## src/rtl/t05_cb_sram_sched.sv

```systemverilog
// t05_cb_sram_sched: round-robin owner of the single 32-bit SRAM word port.
// Requesters: ht (h-tree element fetch, 3 read beats), wr (codebook
// write-back, 4 write beats), tr (codebook read, 4 read beats).
// Wide transfers are split into little-word-first beats; read data is
// reassembled and published only when a burst completes.
// Optional feature macro: T05_SRAM_SCHED_TIMEOUT_EN (ack watchdog + sticky err).
`timescale 1ns/1ps

module t05_cb_sram_sched #(
    parameter logic [31:0] HTREE_BASE = 32'h0000_0000,
    parameter logic [31:0] CB_BASE    = 32'h0000_0600,
    parameter int unsigned TIMEOUT    = 255
) (
    input  logic         clk,
    input  logic         rst,
    input  logic         ht_req,
    input  logic [6:0]   ht_index,
    output logic [70:0]  ht_element,
    output logic         ht_done,
    input  logic         wr_req,
    input  logic [7:0]   wr_index,
    input  logic [127:0] wr_path,
    output logic         wr_done,
    input  logic         tr_req,
    input  logic [7:0]   tr_index,
    output logic [127:0] tr_path,
    output logic         tr_done,
    output logic         mem_req,
    output logic         mem_we,
    output logic [31:0]  mem_addr,
    output logic [31:0]  mem_wdata,
    input  logic [31:0]  mem_rdata,
    input  logic         mem_ack,
    output logic [2:0]   grant,
    output logic         busy,
    output logic         err
);

    typedef enum logic [1:0] {
        ST_IDLE  = 2'd0,
        ST_BURST = 2'd1,
        ST_DONE  = 2'd2
    } state_t;

    // Select 32-bit word k of a 128-bit path.
    function automatic logic [31:0] word_sel(input logic [127:0] p, input logic [1:0] k);
        case (k)
            2'd0:    word_sel = p[31:0];
            2'd1:    word_sel = p[63:32];
            2'd2:    word_sel = p[95:64];
            2'd3:    word_sel = p[127:96];
            default: word_sel = p[31:0];
        endcase
    endfunction

    // Replace word k of a 128-bit path with w.
    function automatic logic [127:0] word_put(input logic [127:0] p, input logic [1:0] k,
                                              input logic [31:0] w);
        logic [127:0] r;
        r = p;
        case (k)
            2'd0:    r[31:0]   = w;
            2'd1:    r[63:32]  = w;
            2'd2:    r[95:64]  = w;
            2'd3:    r[127:96] = w;
            default: r[31:0]   = w;
        endcase
        return r;
    endfunction

    // Ring arbiter: first requester at or after (last + 1) mod 3; bit0 ht, bit1 wr, bit2 tr.
    function automatic logic [2:0] rr_pick(input logic [1:0] last, input logic [2:0] r);
        logic [2:0] g;
        g = 3'b000;
        case (last)
            2'd0: begin
                if (r[1])      g = 3'b010;
                else if (r[2]) g = 3'b100;
                else if (r[0]) g = 3'b001;
                else           g = 3'b000;
            end
            2'd1: begin
                if (r[2])      g = 3'b100;
                else if (r[0]) g = 3'b001;
                else if (r[1]) g = 3'b010;
                else           g = 3'b000;
            end
            default: begin
                if (r[0])      g = 3'b001;
                else if (r[1]) g = 3'b010;
                else if (r[2]) g = 3'b100;
                else           g = 3'b000;
            end
        endcase
        return g;
    endfunction

    // Ring position of a one-hot grant.
    function automatic logic [1:0] grant_idx(input logic [2:0] g);
        case (g)
            3'b010:  grant_idx = 2'd1;
            3'b100:  grant_idx = 2'd2;
            default: grant_idx = 2'd0;
        endcase
    endfunction

    state_t         state_q, state_d;
    logic [1:0]     last_q, last_d;
    logic [2:0]     grant_q, grant_d;
    logic [1:0]     beat_q, beat_d;
    logic [127:0]   path_q, path_d;
    logic [31:0]    addr_q, addr_d;
    logic [31:0]    wdata_q, wdata_d;
    logic           we_q, we_d;
    logic           req_q, req_d;
    logic           busy_q, busy_d;
    logic [70:0]    ht_elem_q, ht_elem_d;
    logic [127:0]   tr_path_q, tr_path_d;
    logic           ht_done_q, ht_done_d;
    logic           wr_done_q, wr_done_d;
    logic           tr_done_q, tr_done_d;
    logic [2:0]     pick_s;
    logic [1:0]     last_beat_s;
    logic           finish_s;

`ifdef T05_SRAM_SCHED_TIMEOUT_EN
    localparam logic [31:0] TO_LAST_C = (TIMEOUT > 0) ? 32'(TIMEOUT - 1) : 32'd0;
    logic [31:0]    wait_cnt_q, wait_cnt_d;
    logic           err_q, err_d;
`else
    logic [31:0]    unused_timeout_s;
    assign unused_timeout_s = 32'(TIMEOUT);
`endif

    assign pick_s      = rr_pick(last_q, {tr_req, wr_req, ht_req});
    assign last_beat_s = grant_q[0] ? 2'd2 : 2'd3;

    // Next-state, burst sequencing and read reassembly.
    always_comb begin
        state_d   = state_q;
        last_d    = last_q;
        grant_d   = grant_q;
        beat_d    = beat_q;
        path_d    = path_q;
        addr_d    = addr_q;
        wdata_d   = wdata_q;
        we_d      = we_q;
        req_d     = req_q;
        ht_elem_d = ht_elem_q;
        tr_path_d = tr_path_q;
        ht_done_d = 1'b0;
        wr_done_d = 1'b0;
        tr_done_d = 1'b0;
        finish_s  = 1'b0;
`ifdef T05_SRAM_SCHED_TIMEOUT_EN
        wait_cnt_d = wait_cnt_q;
        err_d      = err_q;
`endif
        case (state_q)
            ST_IDLE: begin
                if (pick_s != 3'b000) begin
                    state_d = ST_BURST;
                    grant_d = pick_s;
                    beat_d  = 2'd0;
                    req_d   = 1'b1;
`ifdef T05_SRAM_SCHED_TIMEOUT_EN
                    wait_cnt_d = 32'd0;
`endif
                    case (pick_s)
                        3'b001: begin
                            // 12*i = 8*i + 4*i
                            addr_d = HTREE_BASE + {22'd0, ht_index, 3'b000}
                                                + {23'd0, ht_index, 2'b00};
                            we_d   = 1'b0;
                            path_d = 128'd0;
                        end
                        3'b010: begin
                            addr_d  = CB_BASE + {20'd0, wr_index, 4'b0000};
                            we_d    = 1'b1;
                            path_d  = wr_path;
                            wdata_d = wr_path[31:0];
                        end
                        default: begin
                            addr_d = CB_BASE + {20'd0, tr_index, 4'b0000};
                            we_d   = 1'b0;
                            path_d = 128'd0;
                        end
                    endcase
                end else begin
                    state_d = ST_IDLE;
                end
            end
            ST_BURST: begin
                if (mem_ack) begin
`ifdef T05_SRAM_SCHED_TIMEOUT_EN
                    wait_cnt_d = 32'd0;
`endif
                    if (!we_q) begin
                        path_d = word_put(path_q, beat_q, mem_rdata);
                    end else begin
                        path_d = path_q;
                    end
                    if (beat_q == last_beat_s) begin
                        finish_s = 1'b1;
                    end else begin
                        beat_d  = beat_q + 2'd1;
                        addr_d  = addr_q + 32'd4;
                        wdata_d = word_sel(path_q, beat_q + 2'd1);
                    end
                end else begin
`ifdef T05_SRAM_SCHED_TIMEOUT_EN
                    if (wait_cnt_q >= TO_LAST_C) begin
                        finish_s = 1'b1;
                        err_d    = 1'b1;
                    end else begin
                        wait_cnt_d = wait_cnt_q + 32'd1;
                    end
`else
                    state_d = ST_BURST;
`endif
                end
                if (finish_s) begin
                    state_d   = ST_DONE;
                    req_d     = 1'b0;
                    we_d      = 1'b0;
                    ht_done_d = grant_q[0];
                    wr_done_d = grant_q[1];
                    tr_done_d = grant_q[2];
                    if (grant_q[0]) begin
                        ht_elem_d = path_d[70:0];
                    end else begin
                        ht_elem_d = ht_elem_q;
                    end
                    if (grant_q[2]) begin
                        tr_path_d = path_d;
                    end else begin
                        tr_path_d = tr_path_q;
                    end
                end else begin
                    state_d = ST_BURST;
                end
            end
            ST_DONE: begin
                last_d  = grant_idx(grant_q);
                grant_d = 3'b000;
                state_d = ST_IDLE;
            end
            default: begin
                state_d = ST_IDLE;
                grant_d = 3'b000;
                req_d   = 1'b0;
                we_d    = 1'b0;
            end
        endcase
        busy_d = (state_d != ST_IDLE);
    end

    // State and output registers; reset aborts any burst immediately.
    always_ff @(posedge clk or posedge rst) begin
        if (rst) begin
            state_q   <= ST_IDLE;
            last_q    <= 2'd2;
            grant_q   <= 3'b000;
            beat_q    <= 2'd0;
            path_q    <= 128'd0;
            addr_q    <= 32'd0;
            wdata_q   <= 32'd0;
            we_q      <= 1'b0;
            req_q     <= 1'b0;
            busy_q    <= 1'b0;
            ht_elem_q <= 71'd0;
            tr_path_q <= 128'd0;
            ht_done_q <= 1'b0;
            wr_done_q <= 1'b0;
            tr_done_q <= 1'b0;
        end else begin
            state_q   <= state_d;
            last_q    <= last_d;
            grant_q   <= grant_d;
            beat_q    <= beat_d;
            path_q    <= path_d;
            addr_q    <= addr_d;
            wdata_q   <= wdata_d;
            we_q      <= we_d;
            req_q     <= req_d;
            busy_q    <= busy_d;
            ht_elem_q <= ht_elem_d;
            tr_path_q <= tr_path_d;
            ht_done_q <= ht_done_d;
            wr_done_q <= wr_done_d;
            tr_done_q <= tr_done_d;
        end
    end

`ifdef T05_SRAM_SCHED_TIMEOUT_EN
    // Ack watchdog counter and sticky timeout flag.
    always_ff @(posedge clk or posedge rst) begin
        if (rst) begin
            wait_cnt_q <= 32'd0;
            err_q      <= 1'b0;
        end else begin
            wait_cnt_q <= wait_cnt_d;
            err_q      <= err_d;
        end
    end
    assign err = err_q;
`else
    assign err = 1'b0;
`endif

    assign ht_element = ht_elem_q;
    assign ht_done    = ht_done_q;
    assign wr_done    = wr_done_q;
    assign tr_path    = tr_path_q;
    assign tr_done    = tr_done_q;
    assign mem_req    = req_q;
    assign mem_we     = we_q;
    assign mem_addr   = addr_q;
    assign mem_wdata  = wdata_q;
    assign grant      = grant_q;
    assign busy       = busy_q;

endmodule

```

## config.mk

```make
export PLATFORM = sky130hd
export DESIGN_NAME = t05_cb_sram_sched
export DESIGN_NICKNAME = d
export VERILOG_FILES = /design/src/rtl/t05_cb_sram_sched.sv
export SDC_FILE = /design/constraint.sdc
export NUM_CORES = 1
export LEC_CHECK = 0
export ABC_AREA = 1
export CORE_ASPECT_RATIO = 2
export CORE_MARGIN = 8
export CORE_UTILIZATION = 35
export DETAILED_ROUTE_END_ITERATION = 16
export PLACE_DENSITY = 0.68
export SETUP_SLACK_MARGIN = 0.5
export SLEW_MARGIN = 20
export SYNTH_ARGS = -nofsm -noshare
export SYNTH_HDL_FRONTEND = slang
export SYNTH_SLANG_ARGS = --single-unit
```

## constraint.sdc

```tcl
create_clock -name clk -period 16.35 [get_ports clk]
set_input_delay 2.4525 -clock clk [delete_from_list [all_inputs] [get_ports clk]]
set_output_delay 2.4525 -clock clk [all_outputs]
set_load 0.05 [all_outputs]
```

**Word level (Yosys, flattened, before mapping)**

Index checks and enable logic that the tools add are counted.

- Register bits after elaboration: 406
- Input port bits: 189

- Add/sub/neg operators: 5
- Equality and inequality tests: 19
- Muxes and demuxes: 56
- Bitwise gates (word level): 2
- Reductions and logical operators: 14

Operator list:

| kind | number |
|---|---|
| $mux 128 | 4 |
| $mux 32 | 11 |
| $pmux 128 s2 | 1 |
| $pmux 32 s2 | 2 |
| $pmux 32 s4 | 1 |
| $add 32x3->32 const B | 1 |
| $add 11x12->13 const A | 2 |
| $pmux 13 s2 | 1 |
| $mux 3 | 7 |
| $mux 1 | 16 |
| $mux 2 | 6 |
| $pmux 2 s2 | 3 |
| $pmux 3 s2 | 2 |
| $add 10x9->11 | 1 |
| $eq 2x2->1 const B | 5 |
| $reduce_and 3->1 | 3 |
| $eq 2x1->1 const B | 4 |
| $logic_not 2->1 | 4 |
| $ne 2x2->1 const B | 4 |
| $eq 3x2->1 const B | 2 |
| $pmux 1 s3 | 2 |
| $reduce_and 5->1 | 1 |
| $reduce_and 2->1 | 2 |
| $reduce_and 4->1 | 1 |
| other kinds (8) | 10 |

**Longest topological paths before layout**

- Depth after elaboration: 8
- Mapped depth: 12
- Gate-level depth less buffers: 12

**Worst setup path before layout**

Ideal clock, no wire load.

- Path type: input port to flip-flop
- Start point: in ht_index[0]
- End point: reg addr_q[4], in the netlist mem_addr[4]
- Data arrival time: 3613 ps
- Data required time: 16267 ps
- Path slack: 12655 ps
- Cell stages on the path: 7
- Path buffers: 0
- Path through: ha_1 > inv_1 > fa_1 > or2_2 > nand3_1 > o211ai_1 > o21ai_0

- Longest elaborated chain between the ends: 4

RTL lines:

| item | RTL line | text |
|---|---|---|
| from (decl) | 17 | `input logic [6:0] ht_index,` |
| $add 10x9->11 | 173 | `+ {23'd0, ht_index, 2'b00};` |
| $pmux 13 s2 | 169 | `case (pick_s)` |
| $mux 32 | 161 | `if (pick_s != 3'b000) begin` |
| $pmux 32 s2 | 159 | `case (state_q)` |
| to (signal assigned) | 282 | `addr_q <= addr_d;` |
| to (decl) | 112 | `logic [31:0] addr_q, addr_d;` |

No other way between the ends. The select of a mux whose other input is x is not followed.
A chain may end at the register's enable or synchronous reset.

**Worst setup path after layout**

- Start point: in tr_req
- End point: reg path_q[81]

- Longest elaborated chain between the ends: 8
- Elaborated cells between the ends (all ways): 14
- Those cells by class: eq/ne: 2; mux: 10; reduce/logical: 2

RTL lines:

| item | RTL line | text |
|---|---|---|
| from (decl) | 24 | `input logic tr_req,` |
| $mux 3 | 91 | `else if (r[2]) g = 3'b100;` |
| $mux 3 | 90 | `else if (r[1]) g = 3'b010;` |
| $mux 3 | 89 | `if (r[0]) g = 3'b001;` |
| $pmux 3 s2 * | 75 | `case (last)` |
| $eq 3x2->1 | 169 |  |
| $mux 128 | 169 |  |
| $mux 128 | 161 |  |
| $pmux 128 s2 | 159 |  |
| to (signal assigned) | 281 | `path_q <= path_d;` |
| to (decl) | 111 | `logic [127:0] path_q, path_d;` |

Every way passes the cells marked *; elsewhere a longest branch is shown, timed or not. The select of a mux whose other input is x is not followed.

==> results.txt <==
Yosys top cell area share - 49.17%
worst hold path type - flop to flop
Setup WS pre-CTS - 10.22 ns
Reg2Reg Setup Slack - 12.33 ns
Routed WL per cell - 20.94 µm
M1 WL - 32140 µm
Worst Path Max Fanout - 92
met2 WL - 36830 µm
Worst Setup EP - path_q[81]
wirelength, routed - 78780 µm
Clock Pin Slew Worst Setup and Hold Paths - 0.06 ns
clock buffer depth - 3
R2R Path Start - state_q[1]
antenna violations before repair - 19
Die Y - 358.4 µm
I/O Buffers - 458
max_cap viols - 0
R2R Path End - path_q[81]
Pwr Density - 233.1 mW/mm²
Hold Buf Count CTS - 0
Post-CTS Setup Inserts - 0
Clock Tree Root - clkbuf_16
Post-DRT Antenna Nets - 0
fmax - 179.3 MHz
fraction of layout instances using a drive strength above 1 - 3.486%
Final period util - 34.11%
total iterations of the first detailed-routing run - 6
H-tree depth - 2
met3 wire len - 6003 µm
Synth cell types - 35
most frequent cells in the layout - nand2_1, clkdlybuf4s50_1, o21ai_0, dfrtp_1, inv_1
final setup vio count - 0
Main synth FF type - dfrtp_1
TritonCTS Buffers - 40
Mapped Area - 0.02051 mm²
first-pass GRT wire length - 118300 µm
Pleak - 0.01165 µW
all-layer global routing usage - 22.77%
commonest non-fill, non-tap cell in the layout - nand2_1
DP Cell Count - 3681
Top Layer Used - met5
CP startpoint - tr_req
worst vdd ir - 0.0001530 V
initial drt markers - 1511
Layout fillers - 5791
# DRC - 0
Clock Latency Late Sink - 0.56 ns
largest net degree at the start of global routing - 193
Syn Inst Count - 2615
Vias/cell - 5.154
syn avg cell area - 7.844 µm²
EDFF count, synth - 0
FF-to-FF path depth - 7
Slew @ Worst Pin - 1.010 ns
CTS tree - built
final hold viol count - 0
starting density of the core - 35.35%
Post-synth ARST share - 100.0%
Setup WS post-layout - 10.77 ns
largest cells by area after synthesis - dfrtp_1, nand2_1, o21ai_0, o21a_1, inv_1
Syn-to-layout area delta - 29.91%
die area - 0.06707 mm²
Crit. End Element - flop
max-slew violations - 0
worst clock skew - 0.02823 ns
Final nets - 3165
CP Cell Sequence - clkdlybuf4s50_1 -> nand2_1 -> nand4_1 -> nand2_1 -> nand2_4 -> buf_4 -> buf_4 -> o21ai_0
synthesized flop and latch total - 404
setup TNS - 0 ns
status - finished, final reports clean
vias in the first global route - 19034
yosys warns - 0
Req. time, crit path - 16.73 ns
Remaining Overflow, GRT - 0
sequential share of the synthesized area - 49.30%
total number of vias - 19396
largest stage delay on the critical path - 0.79 ns
unrepaired setup endpoints after global routing - no
Tmin final - 5.577 ns
Die Span X - 187.2 µm
Crit-path slowest cell - buf_4
largest area contributor in the netlist - dfrtp_1
boundary pin count - 462
CTS resizes - 0
CP Launch Type - input pin
hpwl dp - 56550 µm
Max transition margin - 32.66%
RD Place Congestion - 0.9864
Cell Rows - 125
clock sink count - 404
core area - 0.05802 mm²
Finished Layout Cells - 3763
Critical Path AT - 5.95 ns
Setup CP Type - input pin to flop
[worst min path at each step]
stage | depth (start not counted) | from | slack [ns] | endpoint
floorplan | 2 | last_q[0] | 0.45 | last_q[0]
global placement | 1 | grant[1] | 0.45 | last_q[1]
detailed placement | 2 | mem_req | 0.46 | mem_req
CTS | 1 | grant[1] | 0.48 | last_q[1]
global route | 1 | grant[1] | 0.50 | last_q[1]
finish | 1 | grant[1] | 0.47 | last_q[1]
[power by group]
part	switching (µW)	internal (µW)	total, µW
Combinational	2510	1080	3590
Sequential	276	1440	1720
Clock	406	492	897
Total	3190	3020	6210
[synth_stat cells, types with 4 or more instances]
library cell / number
clkbuf_1: 80
nor3_1: 10
nand4_1: 18
buf_6: 14
o21ai_0: 431
nor2_4: 5
nor2_1: 128
dfrtp_1: 403
buf_2: 55
nand2_1: 692
nand3_1: 146
ha_1: 14
buf_4: 18
o21ai_1: 22
xor2_1: 4
buf_1: 10
inv_2: 5
o21a_1: 128
a21oi_1: 118
a31oi_1: 34
o22ai_1: 33
inv_1: 229
[sequential cells by signal, summed over array words and instances, names as in the netlist]
name and cells:
mem_we 1, ht_element 71, state_q 2, mem_req 1, mem_addr 30, ht_done 1, path_q 128, tr_path 128
tr_done 1, beat_q 2, grant 3, mem_wdata 32, last_q 2, wr_done 1, busy 1
[cells by family (layout without fill, tap and decap cells)]
group | count (synthesis) | count (layout) | share of synthesized area (%)
simple gates | 1005 | 1005 | 19.84
compound gates | 772 | 772 | 20.94
buf+inv | 413 | 779 | 8.748
flops | 404 | 404 | 49.30
fa+ha+maj | 15 | 15 | 0.9516
xor+xnor | 5 | 5 | 0.2135
other cells | 1 | 21 | 0.01828
[through the flow]
step	hold WS [ns]	instance area (µm²)	power (µW)	util, %
floorplan	0.4471	20520	4084	-
global placement	0.4513	25400	5298	43.77
detailed placement	0.4616	25400	5333	43.77
CTS	0.4753	26600	6258	45.84
global route	0.4993	26640	6618	45.90
finish	0.4684	26650	6210	45.92
[area by class of cell]
type | count | area (µm²) | share of cell area, %
multi-input combinational | 1800 | 8658 | 32.49
sequential | 404 | 10110 | 37.95
inverter | 234 | 893.4 | 3.353
tap | 762 | 953.4 | 3.578
clock buffer | 55 | 1117 | 4.193
timing repair buffer | 481 | 4782 | 17.95
clock inverter | 9 | 85.08 | 0.3193
antenna | 18 | 45.04 | 0.1690
[metal layers]
metal  global-route usage (%)  up-vias
li1                         -     9292
met1                    27.93     9247
met2                    37.03      709
met3                    5.340      144
met4                    11.72        4
met5                        0        -
[critical path: cells and delay by family]
kind,cells,cell delay (ns)
simple gates,4,1.08
compound gates,1,0.18
buf+inv,3,2.07
No activity file was read; power rests on OpenSTA's default activity.
